[config.mk]
export PLATFORM = sky130hd
export DESIGN_NAME = param_stack_flat
export DESIGN_NICKNAME = d
export VERILOG_FILES = /design/src/rtl/param_stack_if.sv /design/src/rtl/param_stack.sv /design/src/flat_wrapper.sv
export SDC_FILE = /design/constraint.sdc
export NUM_CORES = 1
export LEC_CHECK = 0
export BUFFER_PORTS_ARGS = -buffer_cell sky130_fd_sc_hd__buf_2
export CAP_MARGIN = 40
export CORE_MARGIN = 5
export CORE_UTILIZATION = 60
export CTS_CLUSTER_DIAMETER = 100
export DETAILED_ROUTE_END_ITERATION = 12
export PLACE_DENSITY_LB_ADDON = 0.15
export SYNTH_ARGS = -nofsm -noshare
export SYNTH_HDL_FRONTEND = slang
export SYNTH_SLANG_ARGS = --single-unit
export TNS_END_PERCENT = 50
[constraint.sdc]
create_clock -name Clk -period 4.6 [get_ports Clk]
set_input_delay 0.92 -clock Clk [delete_from_list [all_inputs] [get_ports Clk]]
set_output_delay 0.92 -clock Clk [all_outputs]
set_load 0.05 [all_outputs]
[src/rtl/param_stack_if.sv]
// Bus bundle for param_stack: push/pop/clear requests in, popped data, peek and occupancy flags out.
interface param_stack_if #(
  parameter int WordSize    = 8,
  parameter int AddressSize = 3
);
  logic [WordSize-1:0]  Data_In;
  logic                 push;
  logic                 pop;
  logic                 clear;
  logic [WordSize-1:0]  Data_Out;
  logic                 Valid;
  logic [WordSize-1:0]  Top;
  logic [AddressSize:0] Count;
  logic                 Full;
  logic                 Empty;
  logic                 AlmostFull;
  logic                 Error;

  modport master (
    output Data_In, push, pop, clear,
    input  Data_Out, Valid, Top, Count, Full, Empty, AlmostFull, Error
  );

  modport slave (
    input  Data_In, push, pop, clear,
    output Data_Out, Valid, Top, Count, Full, Empty, AlmostFull, Error
  );
endinterface

[src/rtl/param_stack.sv]
// LIFO stack of 2^AddressSize words with replace/bypass on simultaneous push+pop.
module param_stack #(
  parameter int WordSize        = 8,
  parameter int AddressSize     = 3,
  parameter int AlmostFullLevel = (1 << AddressSize) - 2
) (
  input logic        Clk,
  input logic        RstN,
  param_stack_if.slave bus
);
  localparam int Depth = 1 << AddressSize;
  localparam logic [AddressSize:0] CountOne   = (AddressSize+1)'(1);
  localparam logic [AddressSize:0] DepthCount = CountOne << AddressSize;
  localparam logic [AddressSize:0] AfLevel    = (AddressSize+1)'(AlmostFullLevel);

  logic [WordSize-1:0]    mem [Depth];
  logic [AddressSize:0]   count_q;
  logic [WordSize-1:0]    data_out_q;
  logic                   valid_q;
  logic                   error_q;
  logic [AddressSize-1:0] top_idx;
  logic                   full;
  logic                   empty;

  // Flags derive from the count register so they can never disagree with it.
  assign full    = (count_q == DepthCount);
  assign empty   = (count_q == '0);
  assign top_idx = count_q[AddressSize-1:0] - AddressSize'(1);

  assign bus.Count      = count_q;
  assign bus.Full       = full;
  assign bus.Empty      = empty;
  assign bus.AlmostFull = (count_q >= AfLevel);
  assign bus.Data_Out   = data_out_q;
  assign bus.Valid      = valid_q;
  assign bus.Error      = error_q;
  assign bus.Top        = empty ? '0 : mem[top_idx];

  always_ff @(posedge Clk or negedge RstN) begin
    if (!RstN) begin
      count_q    <= '0;
      data_out_q <= '0;
      valid_q    <= 1'b0;
      error_q    <= 1'b0;
    end else begin
      valid_q <= 1'b0;
      error_q <= 1'b0;
      if (bus.clear) begin
        count_q <= '0;
      end else begin
        unique case ({bus.push, bus.pop})
          2'b10: begin
            if (full) error_q <= 1'b1;
            else      count_q <= count_q + CountOne;
          end
          2'b01: begin
            if (empty) begin
              error_q <= 1'b1;
            end else begin
              data_out_q <= mem[top_idx];
              count_q    <= count_q - CountOne;
              valid_q    <= 1'b1;
            end
          end
          // Simultaneous push+pop swaps the top entry, or passes straight through when empty.
          2'b11: begin
            data_out_q <= empty ? bus.Data_In : mem[top_idx];
            valid_q    <= 1'b1;
          end
          default: ;
        endcase
      end
    end
  end

  // Storage is deliberately unreset; stale words are hidden once Count is zero.
  always_ff @(posedge Clk) begin
    if (!bus.clear) begin
      if (bus.push && !bus.pop && !full)
        mem[count_q[AddressSize-1:0]] <= bus.Data_In;
      else if (bus.push && bus.pop && !empty)
        mem[top_idx] <= bus.Data_In;
    end
  end
endmodule

[src/flat_wrapper.sv]
// flat-port wrapper written by rule: the top's interface ports become plain ports
module param_stack_flat 
#(
  parameter int WordSize        = 8,
  parameter int AddressSize     = 3,
  parameter int AlmostFullLevel = (1 << AddressSize) - 2
)
  (Clk, RstN, bus_Data_In, bus_push, bus_pop, bus_clear, bus_Data_Out, bus_Valid, bus_Top, bus_Count, bus_Full, bus_Empty, bus_AlmostFull, bus_Error);
  param_stack_if #(.WordSize(WordSize), .AddressSize(AddressSize)) bus_i ();
  input logic Clk;
  input logic RstN;
  input wire logic [$bits(bus_i.Data_In)-1:0] bus_Data_In;
  input wire logic [$bits(bus_i.push)-1:0] bus_push;
  input wire logic [$bits(bus_i.pop)-1:0] bus_pop;
  input wire logic [$bits(bus_i.clear)-1:0] bus_clear;
  output wire logic [$bits(bus_i.Data_Out)-1:0] bus_Data_Out;
  output wire logic [$bits(bus_i.Valid)-1:0] bus_Valid;
  output wire logic [$bits(bus_i.Top)-1:0] bus_Top;
  output wire logic [$bits(bus_i.Count)-1:0] bus_Count;
  output wire logic [$bits(bus_i.Full)-1:0] bus_Full;
  output wire logic [$bits(bus_i.Empty)-1:0] bus_Empty;
  output wire logic [$bits(bus_i.AlmostFull)-1:0] bus_AlmostFull;
  output wire logic [$bits(bus_i.Error)-1:0] bus_Error;
  assign bus_i.Data_In = bus_Data_In;
  assign bus_i.push = bus_push;
  assign bus_i.pop = bus_pop;
  assign bus_i.clear = bus_clear;
  assign bus_Data_Out = bus_i.Data_Out;
  assign bus_Valid = bus_i.Valid;
  assign bus_Top = bus_i.Top;
  assign bus_Count = bus_i.Count;
  assign bus_Full = bus_i.Full;
  assign bus_Empty = bus_i.Empty;
  assign bus_AlmostFull = bus_i.AlmostFull;
  assign bus_Error = bus_i.Error;
  param_stack #(.WordSize(WordSize), .AddressSize(AddressSize), .AlmostFullLevel(AlmostFullLevel)) u_core (.Clk(Clk), .RstN(RstN), .bus(bus_i));
endmodule
# Word level (Yosys, flattened, before mapping)
# Memories as Yosys holds them, arrays and structs flattened.
# Index checks and enable logic that the tools add are counted.
classes:
  n_addsub: 3
  n_reduce_logical: 13
  eq_ne: 7
  mux: 25
  magnitude_cmp: 1
  bitwise: 1
ops:
  columns: ["op", "count"]
  rows:
  - ["$mux 8", 4]
  - ["$pmux 8 s2", 1]
  - ["$mux 1", 13]
  - ["$mux 4", 3]
  - ["$pmux 4 s2", 1]
  - ["$reduce_or 8->1", 1]
  - ["$ne 3x3->1 const B", 2]
  - ["$reduce_and 3->1", 2]
  - ["$add 4x1->4 const B", 1]
  - ["$eq 2x2->1 const B", 2]
  - ["$eq 4x4->1 const B", 1]
  - ["$ge 4x3->1 const B", 1]
  - ["$logic_and 1x1->1", 4]
  - ["$logic_not 4->1", 1]
  - ["$pmux 1 s2", 2]
  - ["$sub 4x1->4 const B", 1]
  - ["$logic_not 1->1", 3]
  - ["$mux 3", 1]
  - ["$reduce_bool 3->1", 1]
  - ["$sub 3x1->3 const B", 1]
  - ["$eq 2x1->1 const B", 1]
  - ["$ne 2x2->1 const B", 1]
  - ["$reduce_bool 2->1", 1]
  - ["$not 1->1", 1]
totals:
  output_inout_bits: 25
  mem_bits_rw: 64
  register_bits: 14
  in_bits: 13
  memories: 1
mem_list:
  columns: ["memory", "words", "word_bits", "rd", "rd_clocked_by_memory_dff", "wr", "line", "text"]
  rows:
  - ["u_core.mem", 8, 8, 1, 0, 1, "param_stack.sv:16", "logic [WordSize-1:0] mem [Depth];"]

# Longest topological paths before layout
depth:
  word_depth: 9
  depth_mapped: 10
  depth_no_buf: 7

# Least setup slack after synthesis
# No wires, ideal clock.
synth_path:
  path_kind: "register to output"
  start: "register u_core.count_q[0] (netlist: u_core.bus.Count[0])"
  end: "output bus_Top[0]"
  stages_incl_launch_ff: 7
  required_ps: 3680
  t_arrival_ps: 2867
  path_slack_ps: 813
  path_cell_list: "dfrtp_1 > buf_2 > inv_1 > ha_1 > xor2_1 > mux4_2 > nor2_1"
synth_via:
  elab_chain_cells: 3
  elab_cells_between_ends: 4
synth_lines:
  columns: ["element", "line", "text"]
  rows:
  - ["from (decl)", "param_stack.sv:17", "logic [AddressSize:0] count_q;"]
  - ["from (signal assigned)", "param_stack.sv:54", "else count_q <= count_q + CountOne;"]
  - ["from (signal assigned)", "param_stack.sv:61", "count_q <= count_q - CountOne;"]
  - ["$sub 3x1->3", "param_stack.sv:28", "assign top_idx = count_q[AddressSize-1:0] - AddressSize'(1);"]
  - ["$mem_v2 8x8", null, null]
  - ["$mux 8 (*)", "param_stack.sv:37", "assign bus.Top = empty ? '0 : mem[top_idx];"]
  - ["to (decl)", "flat_wrapper.sv:18", "output wire logic [$bits(bus_i.Top)-1:0] bus_Top;"]
# Every way passes the cells marked *; elsewhere a longest branch is shown, timed or not.

# Worst setup path in the final report
layout_path:
  start: "register u_core.count_q[1] (netlist: u_core.bus.Count[1])"
  end: "output bus_Top[5]"
# Same word-level chain as after synthesis.

==> Implementation_results.wiki <==
{| class="wikitable"
! Metric !! Value
|-
| Run status || completed
|-
| RSZ-0062 raised after global routing || no
|-
| CP Max Fanout || 7
|-
| Synth area leaders || edfxtp_1 (53%), dfrtp_1 (9.6%), mux2i_1 (9.6%)
|-
| Per-cell via count in the routed design || ~5.8
|-
| Ratio of final minimum period to clock period || 80.2%
|-
| Warnings from Yosys || 0
|-
| Total length of routed wires || around 7000 um
|-
| Placement Rows || 28
|-
| Clock Skew || approximately 8.0 ps
|-
| Clock tree from TritonCTS || built
|-
| CTS Hold Buffers Added || 0
|-
| Power share of the combinational group || a little under half
|-
| Class of the most critical setup path || flop to primary output
|-
| Slew at the pin closest to its max-slew limit || 755 ps
|-
| Total overflow reported by the global router || 0
|-
| Io pins || 38
|-
| Post-Synthesis Mean Instance Area || 15.1 um^2
|-
| Count of endpoints failing hold in the final timing report || 0
|-
| Antenna violation net count after detailed routing || 0
|-
| Area share of the leading cell type in the synthesized netlist || between 50% and 60%
|-
| Global Route Usage Sum || between 10% and 20%
|-
| Final-stage net count || 304
|-
| DRC || 0
|-
| Count of max-cap constraint violations || 0
|-
| Vias post-DR || 2097
|-
| Count of cell types in the netlist || 40
|-
| Placer's final routability congestion estimate || roughly 0.74
|-
| Remaining max-slew budget at the tightest pin || 49.3%
|-
| Number of buffers between clock root and the deepest sink || 2
|-
| Areal power density over the cells || between 600 and 700 nW/um^2
|-
| Post-CTS Setup Inserts || 0
|-
| Endpoint required time on the critical path || roughly 3700 ps
|-
| Net switching power || 0.00109 W
|-
| Number of sinks on the clock net || slightly below 80
|-
| Number of synthesized flops with an enable pin || 64
|-
| Number of levels the H-tree was split into || 3
|-
| Type of element capturing the critical path || primary output
|-
| Initial core utilization || roughly three fifths
|-
| Type of element launching the critical path || flop
|-
| Clock power share || 19.4%
|-
| Internal portion of total power || 0.00145 W
|-
| Most common cell after layout, fill and taps aside || edfxtp_1
|-
| Main synth FF type || edfxtp_1
|-
| Chip height || between 80 and 90 um
|-
| Core Region || 5920 um^2
|-
| First-pass GRT wire length || 11000 um
|-
| Largest voltage drop on the vdd net || between 0.4 and 0.5 mV
|-
| CTS clk-pin slew, worst paths || around 80 ps
|-
| Root cell of the clock tree || clkbuf_8
|-
| Path category of the worst min-delay check || flop to flop
|-
| Signal arrival time at the worst endpoint || ~2800 ps
|-
| Switching portion of total power || 42.9%
|-
| # port buffers || 37
|-
| Smallest setup slack after layout || roughly 910 ps
|-
| Post-synth ARST share || around 18%
|-
| Fin Setup TNS || 0 ps
|-
| Post-route minimum period || about 3700 ps
|-
| Diodes inserted || 0
|-
| Antenna violations before repair || 0
|-
| Post-synthesis cell count || between 200 and 250
|-
| Via count of the first global-routing pass || ~2100
|-
| Leakage power summed over all cells || around 1.6 nW
|-
| Endpoints failing setup || 0
|-
| Number of violations reported at the end of detailed-routing iteration 0 || roughly 120
|-
| Commonest non-fill, non-tap cells in the layout || edfxtp_1 (64), buf_2 (37), mux2i_1 (35)
|-
| Total of cells resized after clock tree synthesis || 0
|-
| Drt first pass iters || 4
|-
| Synthesis-to-layout area growth || 11.9%
|-
| Syn Nets || between 200 and 300
|-
| Per-cell routed wire length || 19.2 um
|-
| Reg power frac || between 30% and 40%
|-
| Fin. max-slew vios || 0
|-
| Seq/Total Area, Yosys || between 60% and 70%
|-
| Die Outline Area || ~7700 um^2
|-
| Flop and latch count out of synthesis || between 70 and 80
|-
| DP Wirelength || 4530 um
|-
| Placement-stage worst setup slack || ~1300 ps
|-
| Die width || ~88 um
|-
| Post-synthesis cell type with the largest combined area || edfxtp_1
|-
| Clock Latency Late Sink || 350 ps
|-
| Maximum number of pins on one net before global-route repair || 40
|-
| Clock buffers created by TritonCTS || 9
|-
| Cell area after synthesis || about 3600 um^2
|-
| Share of layout cells above drive strength 1 || 28.8%
|-
| Max Freq || 0.271 GHz
|}
## power groups by stage
stage / logic [W] / clock network (W) / registers (W)
2_1_floorplan: 0.000783 / 0 / 0.00105
3_3_place_gp: 0.00116 / 0 / 0.000900
3_5_place_dp: 0.00117 / 0 / 0.000903
4_1_cts: 0.00117 / 0.000497 / 0.000887
5_1_grt: 0.00124 / 0.000530 / 0.000896
6_report: 0.00116 / 0.000493 / 0.000886
## registers in the layout, summed over array words and instances, names as in the netlist
| signal | cells |
|---|---|
| u_core.bus.Data_Out | 8 |
| u_core.bus.Count | 4 |
| u_core.bus.Valid | 1 |
| u_core.bus.Error | 1 |
| u_core.mem | 64 |
## kinds of logic after synthesis
family | count (synthesis) | share of synthesized area, %
xor gates and xnor gates | 2 | 0.482
AOI/OAI and AO/OA | 27 | 6.89
buffers and inverters | 20 | 3.27
adders and majority gates | 8 | 2.96
muxes | 46 | 15.5
DFF | 78 | 62.5
and+or+nand+nor | 59 | 8.33
## critical path, stage by stage, from the launching register on
cell     delay [ps]
dfrtp_1         460
inv_1           120
ha_1            290
xor2_1          590
buf_4           260
mux4_2          300
nor2_1          120
buf_2           280
## stage by stage
stage / area [um^2] / utilization, % / instances / power, W / hold slack (ps)
2_1_floorplan: 3630 / - / 240 / 0.00183 / 624
3_3_place_gp: 3870 / 65.4 / 347 / 0.00206 / 463
3_5_place_dp: 3870 / 65.4 / 347 / 0.00207 / 473
4_1_cts: 4070 / 68.7 / 363 / 0.00256 / 490
5_1_grt: 4070 / 68.7 / 363 / 0.00267 / 517
6_report: 4070 / 68.7 / 363 / 0.00254 / 483
## synth_stat cells (2+ instances only)
master / count
o21ai_0: 4
mux2_2: 3
and3_1: 4
nor2_1: 20
edfxtp_1: 64
inv_1: 7
a21o_1: 3
and2_1: 8
mux4_2: 8
ha_1: 7
buf_2: 4
a21oi_1: 4
o2111ai_1: 2
nand3_1: 2
mux2i_1: 35
nand3b_1: 2
nand2b_1: 3
nor3_1: 5
o31ai_2: 8
dfrtp_1: 14
clkbuf_1: 2
buf_6: 5
nand2_1: 9
## per-layer routing
metal	GRT usage, %	wire length, um
met1	26.9	3090
met2	32.0	3460
met3	3.39	308
met4	7.67	112
met5	0	0
## worst paths after layout
kind	startpoint	to	slack, ps	cells after the start
setup / recovery	u_core.bus.Count[1]$_DFFE_PN0P_	bus_Top[5]	910	7
hold / removal	u_core.bus.Data_Out[6]$_DFFE_PN0P_	u_core.bus.Data_Out[6]$_DFFE_PN0P_	480	2
setup reg to reg	u_core.bus.Count[1]$_DFFE_PN0P_	u_core.mem[7][0]$_DFFE_PP_	1360	8
hold reg to reg	u_core.bus.Data_Out[6]$_DFFE_PN0P_	u_core.bus.Data_Out[6]$_DFFE_PN0P_	480	2
max in group asynchronous	RstN	u_core.bus.Count[0]$_DFFE_PN0P_	3810	1
min in group asynchronous	RstN	u_core.bus.Data_Out[1]$_DFFE_PN0P_	490	1
## layout make-up
class	count	area (um^2)
clock buffers	11	131
well taps	75	93.8
multi-input cells	142	1240
repair buffers	43	230
fillers	425	1860
inverters	9	35.0
flip-flops and latches	78	2270
clock inverters	5	58.8
Note: power is estimated with default switching activity, not from simulation.
